**config.mk**
```make
export PLATFORM = sky130hd
export DESIGN_NAME = mp4_sram_2p_array
export DESIGN_NICKNAME = d
export VERILOG_FILES = /design/src/rtl/mp4_sram_2p_array.sv
export SDC_FILE = /design/constraint.sdc
export NUM_CORES = 2
export LEC_CHECK = 0
export CORE_ASPECT_RATIO = 0.6
export CORE_MARGIN = 2
export CORE_UTILIZATION = 60
export CTS_CLUSTER_SIZE = 28
export DETAILED_ROUTE_END_ITERATION = 10
export GPL_TIMING_DRIVEN = 1
export PLACE_DENSITY = 0.75
export SLEW_MARGIN = 20
export SYNTH_ARGS = -nofsm -noshare
export SYNTH_HDL_FRONTEND = slang
export SYNTH_SLANG_ARGS = --single-unit
```
**constraint.sdc**
```tcl
create_clock -name clk0 -period 4.2 [get_ports clk0]
set_input_delay 1.26 -clock clk0 [delete_from_list [all_inputs] [get_ports clk0]]
set_output_delay 1.26 -clock clk0 [all_outputs]
set_load 0.02 [all_outputs]
```
**src/rtl/mp4_sram_2p_array.sv**
```systemverilog
// mp4_sram_2p_array
//   Two-port cache-array SRAM model: port 0 is read/write with a per-lane
//   write mask (fill/writeback), port 1 is read-only (lookup). After reset a
//   hardware sweep writes INIT_VALUE to every entry; busy0 is high meanwhile
//   and all requests are dropped.
//
//   Timing: requests are registered at posedge clk0; the array write and the
//   dout registers update at the following negedge (data valid half a cycle
//   after the sampling edge).
//
//   Ports
//     clk0, rst0         clock, synchronous active-high reset
//     busy0              clear sweep in progress
//     csb0/web0/wmask0   port 0 select (low), write enable (low), lane mask (high)
//     addr0/din0/dout0   port 0 address, write data, read data
//     csb1/addr1/dout1   port 1 select (low), address, read data
//
//   Build option: MP4_SRAM_WR_FWD_EN -- on a same-address port 0 write /
//   port 1 read, dout1 returns the merged new word instead of the old one.
module mp4_sram_2p_array #(
  parameter int                    DATA_WIDTH  = 32,
  parameter int                    ADDR_WIDTH  = 5,
  parameter int                    WMASK_WIDTH = 4,
  parameter logic [DATA_WIDTH-1:0] INIT_VALUE  = '0
) (
  input  logic                   clk0,
  input  logic                   rst0,
  output logic                   busy0,
  input  logic                   csb0,
  input  logic                   web0,
  input  logic [WMASK_WIDTH-1:0] wmask0,
  input  logic [ADDR_WIDTH-1:0]  addr0,
  input  logic [DATA_WIDTH-1:0]  din0,
  output logic [DATA_WIDTH-1:0]  dout0,
  input  logic                   csb1,
  input  logic [ADDR_WIDTH-1:0]  addr1,
  output logic [DATA_WIDTH-1:0]  dout1
);

  localparam int RAM_DEPTH = 1 << ADDR_WIDTH;
  localparam int LANE_W    = DATA_WIDTH / WMASK_WIDTH;

  typedef enum logic {CLEAR, IDLE} state_t;

  state_t                  state;
  logic [ADDR_WIDTH-1:0]   ptr;

  logic                    csb0_r, web0_r, csb1_r;
  logic [WMASK_WIDTH-1:0]  wmask0_r;
  logic [ADDR_WIDTH-1:0]   addr0_r, addr1_r;
  logic [DATA_WIDTH-1:0]   din0_r;

  logic [DATA_WIDTH-1:0]   mem [RAM_DEPTH];
  logic [DATA_WIDTH-1:0]   wr_word;
  logic [DATA_WIDTH-1:0]   rd1_word;

  // FSM, request capture. Requests sampled while reset is asserted or the
  // sweep is still running are turned into deselects, so nothing presented
  // while busy0 is high ever reaches the array.
  always_ff @(posedge clk0) begin
    if (rst0) begin
      state <= CLEAR;
      ptr   <= '0;
      busy0 <= 1'b1;
    end else if (state == CLEAR) begin
      if (&ptr) begin
        state <= IDLE;
        busy0 <= 1'b0;
      end else begin
        ptr <= ptr + ADDR_WIDTH'(1);
      end
    end

    csb0_r   <= (rst0 || state == CLEAR) ? 1'b1 : csb0;
    csb1_r   <= (rst0 || state == CLEAR) ? 1'b1 : csb1;
    web0_r   <= web0;
    wmask0_r <= wmask0;
    addr0_r  <= addr0;
    addr1_r  <= addr1;
    din0_r   <= din0;
  end

  // Lane merge: masked lanes from din0, the rest from the stored word.
  for (genvar l = 0; l < WMASK_WIDTH; l++) begin : g_lane
    assign wr_word[l*LANE_W +: LANE_W] = wmask0_r[l] ? din0_r[l*LANE_W +: LANE_W]
                                                     : mem[addr0_r][l*LANE_W +: LANE_W];
  end

`ifdef MP4_SRAM_WR_FWD_EN
  logic collide;
  assign collide  = !csb0_r && !web0_r && (addr0_r == addr1_r);
  assign rd1_word = collide ? wr_word : mem[addr1_r];
`else
  // Nonblocking update below gives read-before-write on a collision.
  assign rd1_word = mem[addr1_r];
`endif

  // Array and output registers, half a cycle after the sampling edge.
  always_ff @(negedge clk0) begin
    if (state == CLEAR) begin
      mem[ptr] <= INIT_VALUE;
      dout0    <= '0;
      dout1    <= '0;
    end else begin
      if (!csb0_r) begin
        if (!web0_r) mem[addr0_r] <= wr_word;
        else         dout0        <= mem[addr0_r];
      end
      if (!csb1_r) dout1 <= rd1_word;
    end
  end

endmodule

```
; ---- Word-level counts from Yosys, hierarchy flattened
; Memories as Yosys holds them, arrays and structs flattened. A register that Yosys moved wholly into a read port is not among the register bits.
; Cells that the tools add are included.
; Widths: inputs -> output; s select.
[totals]
regBits = 88
ram_bits = 1024
inputBits = 51
out_inout_bits = 65
wordCells = 38
memories = 1
[classes]
n_addsub = 1
n_mux = 14
bitwise = 3
n_reduce_logical = 8
[memory_table]
columns = memory, words, width, read_ports, rd_clocked_by_memory_dff, wr, line
row1 = mem, 32, 32, 2, 1, 1, 53  ; logic [DATA_WIDTH-1:0] mem [RAM_DEPTH];
[op_table]
columns = op, n
row1 = $mux 32, 1
row2 = $mux 8, 4
row3 = $reduce_or 32->1, 1
row4 = $mux 1, 8
row5 = $reduce_and 6->1, 1
row6 = $add 5x1->5 const B, 1
row7 = $mux 5, 1
row8 = $reduce_and 5->1, 1
row9 = $reduce_and 2->1, 2
row10 = $not 1->1, 3
row11 = $logic_not 1->1, 2
row12 = $logic_or 1x1->1, 1

; ---- Depth between registers and ports, before layout
[depth]
depth_word = 6
depth_mapped = 10
ltp_nobuf = 7

==> run summary <==
Most used DFF post-synth = edfxtp_1
# hold bufs at CTS = 0
Setup CP Type = reg2reg
Reg2Reg Launch Point = addr0_r[1]$_DFF_P_
# setup viols final = 2173
Worst vdd ir = 0.4576 mV
Vias in the first global route = 44.50k
P_leak = 0.02786 µW
Startpoint types = flop
P_sw = 8907 µW
Critical Path Max Stage Delay = 420 ps
Final hold vios = 0
Flop pwr share = 42.4%
Core box area = 85680 µm²
Worst EP arrival = 3170 ps
Via density per instance = 6.815
R2r endpoint = mem[16][0]$_DFFE_NP_
NumNets Final = 5137
Number of synthesized flops with an enable pin = 1024
Status = finished with violations
Cells along the critical path = buf_4, clkbuf_16, buf_4, mux2i_1, a22oi_1, nand3_1, o21ai_0, nor2_1, buf_4, a21oi_4, buf_12
DRT iter0 DRCs = 7688
Placed inst area = 59600 µm²
RSZ-0062 raised after global routing = true
Global-route wire length before repair = 285500 µm
Worst slew margin = -5.348%
Async SR Flop Fraction = 0%
Area growth syn-to-layout = 33.75%
Max-cap violations = 1
Slew Limit Fails = 3
Top post-synthesis cells by area = edfxtp_1 59%, mux2i_1 14%, mux4_2 6.6%, a22oi_1 4.9%, dfxtp_1 4.6%
Clock buffer depth = 3
Post-DRT Antenna Nets = 0
Remaining DRCs = 0
Die Ht = 231.9 µm
Clk pin slew, worst setup/hold paths = 70 ps
Initial DRT Pass Iterations = 6
Cell area after layout = 69470 µm²
Largest net degree at the start of global routing = 48
Gr ovfl total = 0
Syn_area_per_cell = 15.09 µm²
Synth unique cells = 45
Mapped Cells = 3443
Post-synth design cell area = 51940 µm²
Layout cells sized above 1 = 23.69%
Util after Layout = 81.08%
Critical path depth = 11
Worst Reg-to-Reg Cells = 11
TritonCTS Buffers = 105
Post-synth top area share = 59.20%
Worst Path Required = 2550 ps
Starting density of the core = 60.62%
H-Tree Depth = 3
Tot GR Track Use = 44.70%
Synthesized flop and latch total = 1144
Syn Nets = 3496
Commonest non-fill, non-tap cell in the layout = inv_1
TritonCTS clock tree = built
Wirelength, routed = 201200 µm
Boundary pin count = 116
Pwr dens = 426.0 nW/µm²
FF-to-FF setup slack = -610 ps
CP endpoint kind = flop
Max FO, Critical Path = 16
Detailed-route via count = 43.06k
Cell-internal power = 20680 µW
Chip Width = 383.8 µm
Violations in the final reports = capacitance limit, slew limit, setup timing
Cell taking the most area after synthesis = edfxtp_1
Combinational share of power = 7.0%
Post-synthesis sequential area ratio = 63.83%
Commonest non-fill, non-tap cells in the layout = 1113 x inv_1, 1024 x edfxtp_1, 707 x mux2i_1
Cell family with most CP delay = buffers and inverters
CP bufs+invs = 5
Port Buf Inserts = 115
DP Wirelength = 114000 µm
Clk sinks = 1144
Crit path to = mem[16][0]$_DFFE_NP_
RePlAce Congestion = 0.9313
Die area = 89010 µm²
Final worst slack = -614.8 ps
Ys Warns = 0
Sw Ratio = 30.10%
Rows = 83
Hold Path Class = reg2reg
Wire length per cell = 31.83 µm
TNS Setup = -551480 ps
CP Launch Point = addr0_r[1]$_DFF_P_
Layout Skew = 59.47 ps
Worst-path cell with the longest stage delay = dfxtp_4
Initial antenna violation count = 6
Clock Tree Root = clkbuf_16
Most used cell along the critical path = buf_4
Slew @ Worst Pin = 1564 ps
Clk Latency, worst-skew pair = 770 ps
Clk pwr share = 50.7%
worst register-to-register path: cells and delay by family (launching register included):
kind	cells	cell delay, ps
muxes	1	270
AOI/OAI and AO/OA	3	380
buffers and inverters	5	980
and+or+nand+nor	2	410
DFF	1	420
cells by family after synthesis:
logic type / Yosys count / share of synthesized area, %
flops: 1144 / 63.83
xor+xnor: 3 / 0.05060
buf+inv: 274 / 2.484
mux: 904 / 21.16
compound gates: 684 / 8.718
fa+ha+maj: 2 / 0.04817
simple gates: 432 / 3.710
power by group through the flow:
stage	clock [µW]	combinational [µW]	sequential, µW
2_1_floorplan	1530	943	12700
3_3_place_gp	1530	1760	12700
3_5_place_dp	1530	1780	12700
4_1_cts	14900	1920	12500
5_1_grt	16300	2070	12500
6_report	15000	2060	12500
synth_stat cells (all sizes together), types with 2 or more instances:
cell    count
a211oi     32
a21oi      72
a221oi     12
a22o        5
a22oi     338
a31oi       6
and2        4
and3        3
buf       147
clkbuf    118
dfxtp     120
edfxtp   1024
ha          2
inv         9
mux2       32
mux2i     720
mux4      152
nand2     186
nand3      75
nand4       7
nor2       81
nor2b      42
nor3       25
nor4b       3
o21ai     181
o221ai     20
o22ai      13
or3b        2
xnor2       2
layer usage:
metal	share of wire, %	GRT usage [%]
met3	17	18.69
met4	6.9	27.32
met2	42	63.22
met1	34	57.53
met5	0.11	0
worst min-delay path by stage:
stage / start / to / slack, ps / cells past startpoint
3_5_place_dp: dout1[9]$_SDFFE_NN0N_ / dout1[9]$_SDFFE_NN0N_ / 430 / 2
5_1_grt: dout1[17]$_SDFFE_NN0N_ / dout1[17]$_SDFFE_NN0N_ / 470 / 2
4_1_cts: dout1[9]$_SDFFE_NN0N_ / dout1[9]$_SDFFE_NN0N_ / 440 / 2
2_1_floorplan: dout1[0]$_SDFFE_NN0N_ / dout1[0]$_SDFFE_NN0N_ / 510 / 2
3_3_place_gp: dout1[30]$_SDFFE_NN0N_ / dout1[30]$_SDFFE_NN0N_ / 430 / 2
6_report: dout1[9]$_SDFFE_NN0N_ / dout1[9]$_SDFFE_NN0N_ / 440 / 2
registers in the layout (all words and copies together), names as in the netlist:
register  count
csb1_r        1
dout1        32
dout0        32
addr0_r       5
mem        1024
din0_r       32
web0_r        1
csb0_r        1
addr1_r       5
wmask0_r      4
state         1
ptr           5
busy0         1
final cells by class:
type / count / area (µm²)
timing repair buffer: 697 / 8214
antenna: 2 / 5.005
tap: 1147 / 1435
clock inverter: 1162 / 4957
fill: 4426 / 16210
sequential: 1144 / 33280
clock buffer: 119 / 2795
multi-input combinational: 2040 / 18760
inverter: 8 / 30.03
per-stage QoR:
step / hold slack [ps] / setup slack, ps / power [µW] / cells
6_report: 438.4 / -614.8 / 29590 / 6319
5_1_grt: 467.9 / -589.2 / 30870 / 6318
3_5_place_dp: 433.9 / -727.7 / 16010 / 4930
4_1_cts: 441.5 / -454.7 / 29380 / 6280
3_3_place_gp: 431.4 / -619.5 / 15970 / 4930
2_1_floorplan: 514.8 / -88.69 / 15130 / 3443
what timing repair did:
| action | in CTS | in global routing |
|---|---|---|
| cloned | 24 | 7 |
| buffers inserted | 48 | 29 |
| setup endpoints to repair | 2168 | 2174 |
| pin swaps | 29 | 25 |
| resized for setup | 523 | 57 |
| endpoints found under the hold margin | 0 | 0 |
No activity file was read; power rests on OpenSTA's default activity.
